**config.mk**
```make
export PLATFORM = sky130hd
export DESIGN_NAME = pbus_master_flat
export DESIGN_NICKNAME = d
export VERILOG_FILES = /design/src/rtl/pbus_pkg.sv /design/src/rtl/pbus_if.sv /design/src/rtl/pbus_reset_hold.sv /design/src/rtl/pbus_master.sv /design/src/flat_wrapper.sv
export SDC_FILE = /design/constraint.sdc
export NUM_CORES = 1
export LEC_CHECK = 0
export CELL_PAD_IN_SITES_DETAIL_PLACEMENT = 0
export CELL_PAD_IN_SITES_GLOBAL_PLACEMENT = 2
export CORE_MARGIN = 4
export CORE_UTILIZATION = 24
export CTS_CLUSTER_DIAMETER = 40
export DETAILED_ROUTE_END_ITERATION = 8
export GPL_TIMING_DRIVEN = 0
export PLACE_DENSITY_LB_ADDON = 0.1
export SETUP_SLACK_MARGIN = 0.2
export SLEW_MARGIN = 20
export SYNTH_ARGS = -nofsm -noshare
export SYNTH_HDL_FRONTEND = slang
export SYNTH_SLANG_ARGS = --single-unit
export TNS_END_PERCENT = 1
```
**constraint.sdc**
```tcl
create_clock -name Clk -period 2.7 [get_ports Clk]
set_input_delay 0.405 -clock Clk [delete_from_list [all_inputs] [get_ports Clk]]
set_output_delay 0.405 -clock Clk [all_outputs]
set_load 0.02 [all_outputs]
```
**src/rtl/pbus_pkg.sv**
```systemverilog
// Shared PBus master definitions: FSM state encoding and default bus widths.
package pbus_pkg;

    localparam int PBUS_ADDR_W = 8;
    localparam int PBUS_DATA_W = 32;

    typedef enum logic [2:0] {
        RST_HOLD = 3'd0,
        IDLE     = 3'd1,
        SETUP    = 3'd2,
        STROBE   = 3'd3,
        RECOVER  = 3'd4
    } PbusState;

endpackage

```
**src/rtl/pbus_if.sv**
```systemverilog
// PBus bundle: host request/response port plus the PBus pins seen by the master.
interface pbus_if
    import pbus_pkg::*;
#(
    parameter int ADDR_W = PBUS_ADDR_W,
    parameter int DATA_W = PBUS_DATA_W
) ();

    logic              ReqValid;
    logic              ReqReady;
    logic              ReqWrite;
    logic [ADDR_W-1:0] ReqAddr;
    logic [DATA_W-1:0] ReqWData;
    logic              RspValid;
    logic [DATA_W-1:0] RspRData;
    logic              RspErr;
    logic              PBusResetN;
    logic [ADDR_W-1:0] PBusAddr;
    logic [DATA_W-1:0] PBusDataOut;
    logic              PBusDataOE;
    logic [DATA_W-1:0] PBusDataIn;
    logic              PBusRDN;
    logic              PBusWRN;
    logic              PBusReadyN;

    modport master (
        input  ReqValid, ReqWrite, ReqAddr, ReqWData, PBusDataIn, PBusReadyN,
        output ReqReady, RspValid, RspRData, RspErr,
        output PBusResetN, PBusAddr, PBusDataOut, PBusDataOE, PBusRDN, PBusWRN
    );

    // Everything on the far side: the host driving requests and the PBus slave.
    modport slave (
        output ReqValid, ReqWrite, ReqAddr, ReqWData, PBusDataIn, PBusReadyN,
        input  ReqReady, RspValid, RspRData, RspErr,
        input  PBusResetN, PBusAddr, PBusDataOut, PBusDataOE, PBusRDN, PBusWRN
    );

endinterface

```
**src/rtl/pbus_reset_hold.sv**
```systemverilog
// Holds the slave reset (active-low) for RESET_HOLD clocks after Reset falls.
module pbus_reset_hold #(
    parameter int RESET_HOLD = 4
) (
    input  logic Clk,
    input  logic Reset,
    output logic PBusResetN,
    output logic holdDone
);

    localparam int CntW = $clog2(RESET_HOLD + 1);
    localparam logic [CntW-1:0] CntLast = CntW'(RESET_HOLD - 1);

    logic [CntW-1:0] cntReg;
    logic            doneReg;

    always_ff @(posedge Clk or posedge Reset) begin
        if (Reset) begin
            cntReg  <= '0;
            doneReg <= 1'b0;
        end else if (!doneReg) begin
            if (cntReg == CntLast) begin
                doneReg <= 1'b1;
            end else begin
                cntReg <= cntReg + 1'b1;
            end
        end
    end

    assign PBusResetN = doneReg;
    assign holdDone   = doneReg;

endmodule

```
**src/rtl/pbus_master.sv**
```systemverilog
// PBus initiator: converts request/response handshakes into registered RDN/WRN strobes.
// Optional macro PBUS_TIMEOUT_EN aborts a strobe after TIMEOUT cycles without ready.
module pbus_master
    import pbus_pkg::*;
#(
    parameter int ADDR_W       = PBUS_ADDR_W,
    parameter int DATA_W       = PBUS_DATA_W,
    parameter int SETUP_CYCLES = 1,
    parameter int RESET_HOLD   = 4,
    parameter int TIMEOUT      = 64
) (
    input logic    Clk,
    input logic    Reset,
    pbus_if.master bus
);

    if (RESET_HOLD < 1 || SETUP_CYCLES < 0 || SETUP_CYCLES > 15 || TIMEOUT < 1) begin : gParamCheck
        $error("pbus_master: parameter out of range");
    end

    localparam logic [3:0] SetupLast = 4'(SETUP_CYCLES - 1);

    PbusState          stateReg, stateNext;
    logic [3:0]        setupCntReg;
    logic              writeReg;
    logic              writeNext;
    logic              accept;
    logic              holdDone;
    logic              timeoutHit;
    logic [ADDR_W-1:0] addrReg;
    logic [DATA_W-1:0] dataOutReg;
    logic [DATA_W-1:0] rdataReg;
    logic              rdnReg;
    logic              wrnReg;
    logic              oeReg;

    pbus_reset_hold #(
        .RESET_HOLD (RESET_HOLD)
    ) uResetHold (
        .Clk        (Clk),
        .Reset      (Reset),
        .PBusResetN (bus.PBusResetN),
        .holdDone   (holdDone)
    );

`ifdef PBUS_TIMEOUT_EN
    localparam int TimeoutW = $clog2(TIMEOUT + 1);
    localparam logic [TimeoutW-1:0] TimeoutLast = TimeoutW'(TIMEOUT - 1);

    logic [TimeoutW-1:0] timeoutCntReg;
    logic                errReg;

    assign timeoutHit = (stateReg == STROBE) && (timeoutCntReg == TimeoutLast);

    always_ff @(posedge Clk or posedge Reset) begin
        if (Reset) begin
            timeoutCntReg <= '0;
        end else if (stateReg == STROBE) begin
            timeoutCntReg <= timeoutCntReg + 1'b1;
        end else begin
            timeoutCntReg <= '0;
        end
    end
`else
    assign timeoutHit = 1'b0;
`endif

    assign accept    = (stateReg == IDLE) && bus.ReqValid;
    assign writeNext = accept ? bus.ReqWrite : writeReg;

    always_comb begin
        stateNext = stateReg;
        case (stateReg)
            RST_HOLD: if (holdDone) stateNext = IDLE;
            IDLE:     if (bus.ReqValid) stateNext = (SETUP_CYCLES == 0) ? STROBE : SETUP;
            SETUP:    if (setupCntReg == SetupLast) stateNext = STROBE;
            STROBE:   if (!bus.PBusReadyN || timeoutHit) stateNext = RECOVER;
            RECOVER:  stateNext = IDLE;
            default:  stateNext = IDLE;
        endcase
    end

    // Strobes and OE are decoded from the next state so they switch on the same edge as the FSM.
    always_ff @(posedge Clk or posedge Reset) begin
        if (Reset) begin
            stateReg    <= RST_HOLD;
            setupCntReg <= '0;
            writeReg    <= 1'b0;
            addrReg     <= '0;
            dataOutReg  <= '0;
            rdataReg    <= '0;
            rdnReg      <= 1'b1;
            wrnReg      <= 1'b1;
            oeReg       <= 1'b0;
`ifdef PBUS_TIMEOUT_EN
            errReg      <= 1'b0;
`endif
        end else begin
            stateReg    <= stateNext;
            setupCntReg <= (stateReg == SETUP) ? setupCntReg + 1'b1 : 4'd0;
            rdnReg      <= !((stateNext == STROBE) && !writeNext);
            wrnReg      <= !((stateNext == STROBE) && writeNext);
            oeReg       <= writeNext && (stateNext inside {SETUP, STROBE, RECOVER});
            if (accept) begin
                writeReg   <= bus.ReqWrite;
                addrReg    <= bus.ReqAddr;
                dataOutReg <= bus.ReqWData;
`ifdef PBUS_TIMEOUT_EN
                errReg     <= 1'b0;
`endif
            end
            if ((stateReg == STROBE) && !bus.PBusReadyN && !writeReg) begin
                rdataReg <= bus.PBusDataIn;
            end
`ifdef PBUS_TIMEOUT_EN
            // Ready on the final strobe cycle still wins over the abort.
            if (timeoutHit && bus.PBusReadyN) begin
                errReg   <= 1'b1;
                rdataReg <= '0;
            end
`endif
        end
    end

    assign bus.ReqReady    = (stateReg == IDLE);
    assign bus.RspValid    = (stateReg == RECOVER);
    assign bus.RspRData    = rdataReg;
`ifdef PBUS_TIMEOUT_EN
    assign bus.RspErr      = errReg;
`else
    assign bus.RspErr      = 1'b0;
`endif
    assign bus.PBusAddr    = addrReg;
    assign bus.PBusDataOut = dataOutReg;
    assign bus.PBusDataOE  = oeReg;
    assign bus.PBusRDN     = rdnReg;
    assign bus.PBusWRN     = wrnReg;

endmodule
```
**src/flat_wrapper.sv**
```systemverilog
// flat-port wrapper written by rule: the top's interface ports become plain ports
module pbus_master_flat import pbus_pkg::*;
#(
    parameter int ADDR_W       = PBUS_ADDR_W,
    parameter int DATA_W       = PBUS_DATA_W,
    parameter int SETUP_CYCLES = 1,
    parameter int RESET_HOLD   = 4,
    parameter int TIMEOUT      = 64
)
  (Clk, Reset, bus_ReqValid, bus_ReqWrite, bus_ReqAddr, bus_ReqWData, bus_PBusDataIn, bus_PBusReadyN, bus_ReqReady, bus_RspValid, bus_RspRData, bus_RspErr, bus_PBusResetN, bus_PBusAddr, bus_PBusDataOut, bus_PBusDataOE, bus_PBusRDN, bus_PBusWRN);
  pbus_if #(.ADDR_W(ADDR_W), .DATA_W(DATA_W)) bus_i ();
  input logic Clk;
  input logic Reset;
  input wire logic [$bits(bus_i.ReqValid)-1:0] bus_ReqValid;
  input wire logic [$bits(bus_i.ReqWrite)-1:0] bus_ReqWrite;
  input wire logic [$bits(bus_i.ReqAddr)-1:0] bus_ReqAddr;
  input wire logic [$bits(bus_i.ReqWData)-1:0] bus_ReqWData;
  input wire logic [$bits(bus_i.PBusDataIn)-1:0] bus_PBusDataIn;
  input wire logic [$bits(bus_i.PBusReadyN)-1:0] bus_PBusReadyN;
  output wire logic [$bits(bus_i.ReqReady)-1:0] bus_ReqReady;
  output wire logic [$bits(bus_i.RspValid)-1:0] bus_RspValid;
  output wire logic [$bits(bus_i.RspRData)-1:0] bus_RspRData;
  output wire logic [$bits(bus_i.RspErr)-1:0] bus_RspErr;
  output wire logic [$bits(bus_i.PBusResetN)-1:0] bus_PBusResetN;
  output wire logic [$bits(bus_i.PBusAddr)-1:0] bus_PBusAddr;
  output wire logic [$bits(bus_i.PBusDataOut)-1:0] bus_PBusDataOut;
  output wire logic [$bits(bus_i.PBusDataOE)-1:0] bus_PBusDataOE;
  output wire logic [$bits(bus_i.PBusRDN)-1:0] bus_PBusRDN;
  output wire logic [$bits(bus_i.PBusWRN)-1:0] bus_PBusWRN;
  assign bus_i.ReqValid = bus_ReqValid;
  assign bus_i.ReqWrite = bus_ReqWrite;
  assign bus_i.ReqAddr = bus_ReqAddr;
  assign bus_i.ReqWData = bus_ReqWData;
  assign bus_i.PBusDataIn = bus_PBusDataIn;
  assign bus_i.PBusReadyN = bus_PBusReadyN;
  assign bus_ReqReady = bus_i.ReqReady;
  assign bus_RspValid = bus_i.RspValid;
  assign bus_RspRData = bus_i.RspRData;
  assign bus_RspErr = bus_i.RspErr;
  assign bus_PBusResetN = bus_i.PBusResetN;
  assign bus_PBusAddr = bus_i.PBusAddr;
  assign bus_PBusDataOut = bus_i.PBusDataOut;
  assign bus_PBusDataOE = bus_i.PBusDataOE;
  assign bus_PBusRDN = bus_i.PBusRDN;
  assign bus_PBusWRN = bus_i.PBusWRN;
  pbus_master #(.ADDR_W(ADDR_W), .DATA_W(DATA_W), .SETUP_CYCLES(SETUP_CYCLES), .RESET_HOLD(RESET_HOLD), .TIMEOUT(TIMEOUT)) u_core (.Clk(Clk), .Reset(Reset), .bus(bus_i));
endmodule
```
# Word-level counts from Yosys, hierarchy flattened
# Cells that the tools add are included.
[op_classes]
bitwise = 2
eq_ne = 8
multipliers = 0
reduce_logical = 15
magnitude_cmp = 0
mux = 9
div = 0
n_shift = 0
addsub = 2
[op_table]
columns = ["operator", "count"]
rows = [
  ["$eq A3 B2 Y1 const B", 5],
  ["$mux W3", 4],
  ["$pmux W3 S4", 1],
  ["$eq A3 B3 Y1 const B", 2],
  ["$logic_and A1 B1 Y1", 6],
  ["$logic_not A1 Y1", 5],
  ["$add A4 B1 Y4 const B", 1],
  ["$logic_not A4 Y1", 1],
  ["$mux W4", 1],
  ["$add A3 B1 Y3 const B", 1],
  ["$eq A3 B1 Y1 const B", 1],
  ["$logic_not A3 Y1", 1],
  ["$mux W1", 3],
  ["$reduce_bool A3 Y1", 1],
  ["$not A1 Y1", 2],
  ["$reduce_and A2 Y1", 1],
]
[word_totals]
mem_bits_rw = 0
elab_cells = 47
memories = 0
rom_bits = 0
latchBits = 0
reg_bits = 87

# Longest topological paths before layout
# Gate-level depths: netlist (run 1).
[depth]
word_depth = 6
depth_mapped = 6
ltp_nobuf = 5

# By module
# From an unflattened synthesis (run 1), not the netlist that was laid out.
[hier_totals]
cells_unflattened = 217
area_unflattened_um2 = 3444.6
[by_module_without_submodules]
columns = ["module", "seq_area_each_um2", "cells_per_inst", "area_per_inst_um2", "instances"]
rows = [
  ["pbus_master", 2079.5, 202, 3253.1, 1],
  ["pbus_reset_hold", 100.1, 15, 191.4, 1],
]

# Least setup slack after synthesis (run 1)
# OpenSTA, ideal clock, no wires.
[synth_path]
path_type = "reg-to-reg"
start = "register u_core.uResetHold.cntReg[0]"
end = "register u_core.uResetHold.cntReg[1]"
stages_incl_launch_ff = 6
t_arrival_ns = 1.385
path_buffers = 1
setup_slack_ns = 1.190
cell_sequence = "dfrtp_1 > ha_1 > ha_1 > or2_2 > clkbuf_1 > mux2_2"
[synth_between]
elab_chain_cells = 3
[synth_rtl]
columns = ["element", "line_no", "rtl"]
rows = [
  ["start, declared", "pbus_reset_hold.sv:14", "logic [CntW-1:0] cntReg;"],
  ["start signal, assigned", "pbus_reset_hold.sv:25", "cntReg <= cntReg + 1'b1;"],
  ["branches (longest 3 deep; another with $add A3 B1 Y3)", "--", ""],
]
# Parallel ways; which one is timed is not known.
# A chain may end at the register's enable or synchronous reset.

# Worst setup path in the final report (run 1)
[layout_path]
start = "register u_core.stateReg[2]"
end = "output port bus_RspValid"
[layout_between]
elab_chain_cells = 1
[layout_rtl]
columns = ["element", "line_no", "rtl"]
rows = [
  ["start, declared", "pbus_master.sv:23", "PbusState stateReg, stateNext;"],
  ["start signal, assigned", "pbus_master.sv:99", "stateReg <= stateNext;"],
  ["$eq A3 B3 Y1", "pbus_master.sv:126", "assign bus.RspValid = (stateReg == RECOVER);"],
  ["end, declared", "flat_wrapper.sv:21", "output wire logic [$bits(bus_i.RspValid)-1:0] bus_RspValid;"],
]
# No other way between the ends.

==> metrics.txt, run 1 <==
status=completed; Pwr Density=1200 nW/um^2; met2 usage=between 10% and 20%; layout cells sized above 1=27.3%; grt ovf=0; vias in the first global route=about 2,500; Total GRT Usage=10.6%; CTS Buf Count=9; # resized after CTS=0; FF+latch area=2180 um^2; Layout area overhead=62.4%; Synth top area share=62.2%; #FFs+latches synth=87; EDFF count, synth=0; reg2reg end=u_core.bus.RspRData[18]; Setup Skew=about 4.8 ps; Post-Syn Nets=296; htree depth=3; initial antenna violation count=0; Post-Syn Area=about 3400 um^2; sum of negative setup slack=0 ps; Die W=127 um; r2r startpoint=u_core.stateReg[2]; worst reg2reg setup slack=1020 ps; # fillers=1,334; Worst VDD drop=roughly 440 uV; CP arrival=1680 ps; Worst setup SP type=flip-flop; DR WL/cell=14.8 um; I/O Buffers=154; Worst-Skew Late Latency=330 ps; Cell Int Power=4.44 mW; routing usage on met1=13.6%; Initial Util=around a quarter; worst-case clock buffer depth=2; Commonest cells post-synth=dfrtp_1 (85), mux2_2 (72), buf_6 (8), inv_1 (8), nor2_1 (5); Site Rows=43; Worst-path clk slew=60 ps; Worst Path Buf+Inv=2; CP cell instances=inv_1 > nor3_1 > clkdlybuf4s50_1; num ports=156; Initial DRT Pass Iterations=3; sw frac=33.2%; DRC=0; via count=2,319; largest net degree at the start of global routing=31; Max Cap Viol=0; diodes inserted=0; GRT busiest layer=met2; fmax=480 MHz; Post-Layout Cell Count=568; die area=16,200 um^2; Inst Count DP=552; clock share of power=about a fifth; most used flip-flop cell after synthesis=dfrtp_1; die height=127 um; CTS tree=done; hold_buf cts=0; vias per inst=4.08; footprint of the multi-input gates=between 1000 and 1500 um^2; Hold Vio Cnt, Final=0; slowest CP cell=clkdlybuf4s50_1; global-route wire length before repair=13,300 um; most frequent cell after synthesis=dfrtp_1; net load switching power=2.21 mW; share of synthesized registers carrying an async set or reset=100%; core box area=13,900 um^2; top cell type by total area after synthesis=dfrtp_1; delay-heaviest family, CP=buffers and inverters; fin crit period=2090 ps; Avg Synthesized Cell Area=between 15 and 20 um^2; Synth area leaders=dfrtp_1 (62%), mux2_2 (24%), buf_6 (2.6%); GPL Wtd Cong=0.689; met3 usage=6.02%; Final setup viols=0; worst hold path class=in2async; Root Buffer=clkbuf_16; Lkg Pwr=2.28 nW; DRT iter0 DRCs=56; crit-path max FO=7; Syn Inst Count=between 200 and 250; ratio of final minimum period to clock period=77.2%; Reg power frac=about a third; RSZ-0062 raised after global routing=false; YS warnings=0; critical path data required time=2300 ps; hpwl dp=between 6000 and 7000 um; Nets=464; routed wire length=~8400 um; Worst Setup End Kind=primary output; CP peak stage delay=between 600 and 700 ps; critical path class=reg2out; Post-CTS Setup Bufs=0; max-slew violation count=0; CTS sink cnt=87; Netlist cell types=33; ANT nets after route=0; combinational share of power=between 40% and 50%; reg2reg path depth=4; Seq/Total Area, Yosys=63.7%
## cells by family after synthesis
family          share of synthesized area, %
flops                                   63.7
mux                                     24.3
simple gates                            4.17
buf+inv                                 3.99
compound gates                          1.50
fa+ha+maj                               1.46
xor+xnor                               0.768
other cells                            0.110
## state kept, by name (all words and copies together) (netlist names), 3 cells and up
signal / cells
u_core.bus.RspRData: 32
u_core.bus.PBusAddr: 8
u_core.bus.PBusDataOut: 32
u_core.stateReg: 3
u_core.uResetHold.cntReg: 3
u_core.setupCntReg: 4
## stage by stage
step / utilization [%] / worst slack [ps] / hold WS [ps] / power [mW] / instance area (um^2)
6_report: 39.9 / 615 / 422 / 6.65 / 5560
3_3_place_gp: 37.3 / 131 / 463 / 5.39 / 5190
2_1_floorplan: - / 1190 / 450 / 3.88 / 3430
4_1_cts: 39.9 / 585 / 420 / 6.79 / 5560
5_1_grt: 39.9 / 513 / 460 / 7.04 / 5560
3_5_place_dp: 37.7 / 719 / 471 / 5.43 / 5250
## metal layers
metal | up-vias | share of wire (%)
met5 | - | 0
met3 | 12 | 14
met2 | 118 | 40
li1 | 1083 | -
met1 | 1106 | 45
met4 | 0 | 1.7
## worst max-delay path by stage
stage                                              to  slack (ps)  cells past startpoint                         from
after floorplan           u_core.uResetHold.cntReg[1]        1190                      5  u_core.uResetHold.cntReg[0]
after global placement        u_core.bus.RspRData[27]         130                      2                        Reset
after detailed placement      u_core.bus.RspRData[18]         720                      4               bus_PBusReadyN
after CTS                                bus_ReqReady         590                      2           u_core.stateReg[0]
after global routing                     bus_ReqReady         510                      2           u_core.stateReg[0]
final                                    bus_RspValid         610                      3           u_core.stateReg[2]
## cell usage in the layout, fill, tap and decap left out, types with 2 or more instances in the layout
master | Yosys | routed
nand2_1 | 2 | 2
nand3b_1 | 2 | 2
clkbuf_16 | 0 | 9
buf_6 | 8 | 8
dfrtp_1 | 85 | 85
xnor2_1 | 2 | 2
clkdlybuf4s50_1 | 0 | 154
o21ai_0 | 2 | 2
clkinv_2 | 0 | 2
mux2_2 | 72 | 72
dfstp_2 | 2 | 2
clkbuf_1 | 1 | 4
ha_1 | 4 | 4
nand2b_1 | 2 | 2
inv_1 | 8 | 7
buf_12 | 0 | 3
bufinv_16 | 0 | 2
nor2_1 | 5 | 5
## cell type report
cell class | instances | share of cell area, %
multi-input cells | 109 | 19.9
repair buffers | 157 | 28.8
clock buffers | 12 | 4.25
flip-flops and latches | 87 | 39.2
plain buffers | 11 | 1.91
inverters | 8 | 0.608
well taps | 180 | 4.05
clock inverters | 4 | 1.26
## power groups by stage
stage,clock network [mW],logic (mW),registers [mW]
2_1_floorplan,0,0.936,2.95
3_3_place_gp,0,3.15,2.24
3_5_place_dp,0,3.17,2.26
4_1_cts,1.36,3.18,2.25
5_1_grt,1.42,3.30,2.32
6_report,1.30,3.11,2.24
Note: power is estimated with default switching activity, not from simulation.
==> run 2: changes to the inputs <==
clock period = 1.7 ns   (was 2.7 ns; I/O delays follow)
==> run 2 against run 1 <==
Clock skew down 0.93 ps; flip-flop and latch count unchanged; die area unchanged; final cell count up 0.53%; critical path depth is 2 higher; via count grew 0.65%; register-to-register slack got worse by 960 ps; global-route usage rose by 0.24 points; sequential power rose by 58%; clock-buffer cell count did not move; sequential share of layout area down 1.1 points; power up 57%; critical endpoint is now u_core.bus.RspRData[18].
==> metrics.txt, run 2 (synthesized netlist as in run 1, its figures left out) <==
max-slew violation count=0 (unchanged); CP cell instances=nand3b_1 > nor3_4 > buf_12 > buf_12 > mux2_2; RSZ-0062 raised after global routing=true; crit-path max FO=10 (+3); via count=2,334 (+0.65%); layout cells sized above 1=29.4% (+2.1 points); Worst-Skew Late Latency=330 ps (about the same); CTS sink cnt=87 (unchanged); die height=127 um (unchanged); Post-Layout Cell Count=571 (+0.53%); Worst VDD drop=634 uV (+45%); hold_buf cts=0 (unchanged); grt ovf=0 (unchanged); met3 usage=5.85% (-0.17 points); num ports=156 (unchanged); Worst Setup End Kind=flip-flop; routing usage on met1=14.3% (+0.66 points); htree depth=3 (unchanged); Worst-path clk slew=60 ps (about the same); Hold Vio Cnt, Final=0 (unchanged); initial antenna violation count=0 (unchanged); Worst setup SP type=flip-flop; DRT iter0 DRCs=64 (+14%); Max Cap Viol=0 (unchanged); largest net degree at the start of global routing=31 (unchanged); Lkg Pwr=2.58 nW (+13%); worst-case clock buffer depth=2 (unchanged); routed wire length=8770 um (+4.2%); CP arrival=1860 ps (+180 ps); met2 usage=14.4% (+0.19 points); global-route wire length before repair=13,600 um (+2.4%); diodes inserted=0 (unchanged); vias per inst=4.09 (+0.12%); core box area=13,900 um^2 (unchanged); CP peak stage delay=420 ps (-210 ps); fin crit period=between 1500 and 2000 ps; Root Buffer=clkbuf_16; status=completed; DR WL/cell=15.4 um (+3.6%); DRC=0 (unchanged); Site Rows=43 (unchanged); Layout area overhead=67.5%; hpwl dp=6370 um (unchanged); GRT busiest layer=met2; Setup Skew=3.85 ps (-0.932 ps); commonest non-fill, non-tap cell in the layout=dfrtp_1; Initial DRT Pass Iterations=4 (+1); ratio of final minimum period to clock period=a little over nine tenths; commonest cells after routing, fill and taps aside=dfrtp_1 (83), clkdlybuf4s50_1 (76), dlygate4sd2_1 (76), mux2_4 (39), mux2_2 (33); slowest CP cell=dfrtp_1; worst hold path class=in2async; die area=16,200 um^2 (unchanged); vias in the first global route=2,538 (+0.71%); ANT nets after route=0 (unchanged); CTS tree=done; Pwr Density=1820 nW/um^2 (+52%); GPL Wtd Cong=0.689 (unchanged); Nets=467 (+0.65%); Final setup viols=0 (unchanged); fmax=609 MHz; critical path class=reg2reg; Initial Util=24.6% (unchanged); CTS Buf Count=9 (unchanged); I/O Buffers=154 (unchanged); Critical Path Most Common Cell=buf_12; Overall Power=10.4 mW (+57%); critical path data required time=1920 ps (-380 ps); Die W=127 um (unchanged); Inst Count DP=552 (unchanged); Total GRT Usage=10.8% (+0.24 points)
## run 2: per-stage QoR
step	worst slack [ps]	hold WS (ps)	setup TNS [ps]	utilization [%]	instance area, um^2
after floorplan	190	321	0	-	3430
after global placement	-719	463	-66630	37.3	5190
after detailed placement	-131	471	-5640	37.7	5250
after CTS	-5.22	270	-9.74	40.7	5670
after global routing	3.67	310	0	41.1	5730
final	59.3	270	0	41.1	5730
## run 2: path summary, 6_finish.rpt
check                      cells after the start  slack (ps)                          end                        start
max                                            5          60      u_core.bus.RspRData[18]           u_core.stateReg[2]
min in group Clk                               2         480  u_core.uResetHold.cntReg[2]  u_core.uResetHold.cntReg[2]
min                                            2         270   u_core.bus.PBusDataOut[15]                        Reset
max reg2reg                                    5          60      u_core.bus.RspRData[18]           u_core.stateReg[2]
min reg2reg                                    2         480  u_core.uResetHold.cntReg[2]  u_core.uResetHold.cntReg[2]
max in group asynchronous                      5         490           u_core.bus.PBusWRN                        Reset
## run 2: layout make-up
class                      instances  area (um^2)
fill                            1327         8200
sequential                        87         2180
multi-input combinational        109         1260
inverter                           8         33.8
clock inverter                     4         70.1
timing repair buffer             160         1540
buffer                            11          188
clock buffer                      12          236
tap                              180          225
## run 2: critical path, delay by kind of cell (launching register included)
family                 cells  cell delay, ps
AND/OR/NAND/NOR            2             490
buffers and inverters      2             280
multiplexers               1             330
flip-flops                 1             420
## run 2: what timing repair did
| item | 4_1_cts | 5_1_grt |
|---|---|---|
| endpoints found under the setup margin | 153 | 78 |
| pin swaps | 4 | 1 |
| setup buffers | 0 | 3 |
| resized for setup | 142 | 6 |
| cloned | 0 | 0 |
## run 2: power by group
group	switching [mW]	total [mW]	internal, mW
logic	2.32	4.84	2.52
clock network	0.780	2.06	1.28
registers	0.494	3.54	3.05
## run 2: routing by layer
metal / vias to the layer above / part of all wire, % / wire length [um]
met2: 118 / 39 / 3410
met5: - / 0 / 0
met4: 0 / 1.8 / 155
met1: 1119 / 46 / 4050
met3: 11 / 13 / 1150
li1: 1086 / - / -
==> run 3: changes to the inputs <==
CTS_CLUSTER_SIZE = 8   (was not set)
GPL_TIMING_DRIVEN = 1   (was 0)
==> run 3 against run 2 <==
Flip-flop and latch count did not move; maximum frequency up 4.4%; worst setup slack improved by 68 ps; sequential power hardly changed; core utilization down 1.8 points; clock power decreased by 6%; die area unchanged; critical path type unchanged; highest routed layer unchanged.
==> metrics.txt, run 3 (synthesized netlist as in run 1, its figures left out) <==
fmax=636 MHz (+4.4%); htree depth=3 (unchanged); core box area=13,900 um^2 (unchanged); met2 usage=14.6% (+0.15 points); largest net degree at the start of global routing=39 (+26%); crit-path max FO=32 (+22); status=completed; ANT nets after route=0 (unchanged); CP cell instances=nand3b_1 > nor3_4 > buf_12 > mux2_2; Site Rows=43 (unchanged); clock share of power=19.4% (-0.4 points); Die W=127 um (unchanged); vias per inst=4.08 (-0.23%); Worst setup SP type=flip-flop; Worst Path Buf+Inv=1 (-1); smallest hold slack=278 ps (+8.09 ps); DRT iter0 DRCs=85 (+33%); # fillers=1,363 (+2.7%); Reg power frac=35.6% (+1.7 points); CTS Buf Count=9 (unchanged); CP peak stage delay=430 ps (about the same); Setup Skew=5.66 ps (+1.81 ps); ratio of final minimum period to clock period=92.5% (-4.0 points); diodes inserted=0 (unchanged); num ports=156 (unchanged); worst hold path class=in2async; Layout area overhead=60.1%; Root Buffer=clkbuf_16; via count=2,296 (-1.6%); Worst-path clk slew=60 ps (about the same); die area=16,200 um^2 (unchanged); met3 usage=5.77% (-0.084 points); vias in the first global route=2,506 (-1.3%); routed wire length=8500 um (-3.1%); Cell Int Power=6.40 mW (-6.7%); DR WL/cell=15.1 um (-1.8%); I/O Buffers=154 (unchanged); hold_buf cts=0 (unchanged); commonest non-fill, non-tap cell in the layout=dfrtp_1; Max Cap Viol=0 (unchanged); grt ovf=0 (unchanged); initial antenna violation count=0 (unchanged); critical path class=reg2reg; global-route wire length before repair=13,800 um (+1.1%); worst-case clock buffer depth=2 (unchanged); Overall Power=9.91 mW (-5.1%); critical path data required time=1910 ps (about the same); CTS sink cnt=87 (unchanged); max-slew violation count=0 (unchanged); net load switching power=3.52 mW (-2.1%); CP arrival=1790 ps (-70 ps); Initial Util=24.6% (unchanged); final core occ=39.3% (-1.8 points); Lkg Pwr=2.44 nW (-5.5%); GRT busiest layer=met1; combinational share of power=45.0% (-1.3 points); slowest CP cell=dfrtp_1; Total GRT Usage=11.0% (+0.18 points); Nets=459 (-1.7%); CTS tree=done; GPL Wtd Cong=0.720 (+4.5%); Hold Vio Cnt, Final=0 (unchanged); routing usage on met1=14.7% (+0.38 points); Post-CTS Setup Bufs=0 (unchanged); Worst Setup End Kind=flip-flop; Final setup viols=0 (unchanged); fin crit period=1570 ps (-68.4 ps); Initial DRT Pass Iterations=4 (unchanged); Pwr Density=1810 nW/um^2 (-0.76%); die height=127 um (unchanged); delay-heaviest family, CP=flip-flops; Worst-Skew Late Latency=340 ps (about the same); RSZ-0062 raised after global routing=true; hpwl dp=6100 um (-4.2%); Worst VDD drop=743 uV (+17%); DRC=0 (unchanged); commonest cells after routing, fill and taps aside=dfrtp_1 (83), clkdlybuf4s50_1 (76), dlygate4sd2_1 (76), mux2_2 (51), mux2_4 (21); layout cells sized above 1=27.7% (-1.7 points); sw frac=35.5% (+1.1 points)
[run 3: path summary, 6_finish.rpt]
check	end	depth (start not counted)	startpoint	slack [ps]
worst max-delay path	u_core.bus.RspRData[16]	4	u_core.stateReg[2]	130
worst min-delay path	u_core.bus.PBusDataOut[20]	2	Reset	280
worst max register to register	u_core.bus.RspRData[16]	4	u_core.stateReg[2]	130
worst min register to register	u_core.uResetHold.cntReg[2]	2	u_core.uResetHold.cntReg[2]	490
max in group asynchronous	u_core.bus.RspRData[15]	3	Reset	880
min in group Clk	u_core.uResetHold.cntReg[2]	2	u_core.uResetHold.cntReg[2]	490
[run 3: power by group through the flow]
stage | logic, mW | clock network [mW] | registers (mW)
2_1_floorplan | 1.49 | 0 | 4.68
3_5_place_dp | 4.99 | 0 | 3.59
3_3_place_gp | 4.97 | 0 | 3.58
5_1_grt | 4.79 | 2.11 | 3.68
6_report | 4.46 | 1.93 | 3.53
4_1_cts | 4.56 | 2.01 | 3.54
[run 3: metrics by stage]
stage | setup WS, ps | instances | instance area (um^2) | setup TNS, ps
6_report | 128 | 563 | 5480 | 0
2_1_floorplan | 190 | 215 | 3430 | 0
4_1_cts | 119 | 563 | 5480 | 0
5_1_grt | 49.6 | 563 | 5480 | 0
3_3_place_gp | -18.4 | 547 | 5220 | -495
3_5_place_dp | -35.6 | 547 | 5220 | -1160
[run 3: timing repair]
item	in CTS	in global routing
setup endpoints to repair	150	74
gates cloned	0	0
resized for setup	110	0
[run 3: worst register-to-register path, stage by stage, from the launching register on]
cell	delay, ps
dfrtp_1	430
nand3b_1	240
nor3_4	180
buf_12	230
mux2_2	380
[run 3: layer usage]
metal  vias up  part of all wire [%]
met3        10                    14
li1       1072                     -
met2       118                    40
met1      1096                    45
met4         0                   1.7
met5         -                     0
[run 3: layout make-up]
type / count / area [um^2] / share of cell area [%]
clock inverter: 4 / 47.5 / 0.868
sequential: 87 / 2180 / 39.8
tap: 180 / 225 / 4.11
timing repair buffer: 163 / 1570 / 28.6
inverter: 8 / 33.8 / 0.617
multi-input combinational: 109 / 1190 / 21.7
clock buffer: 12 / 236 / 4.32
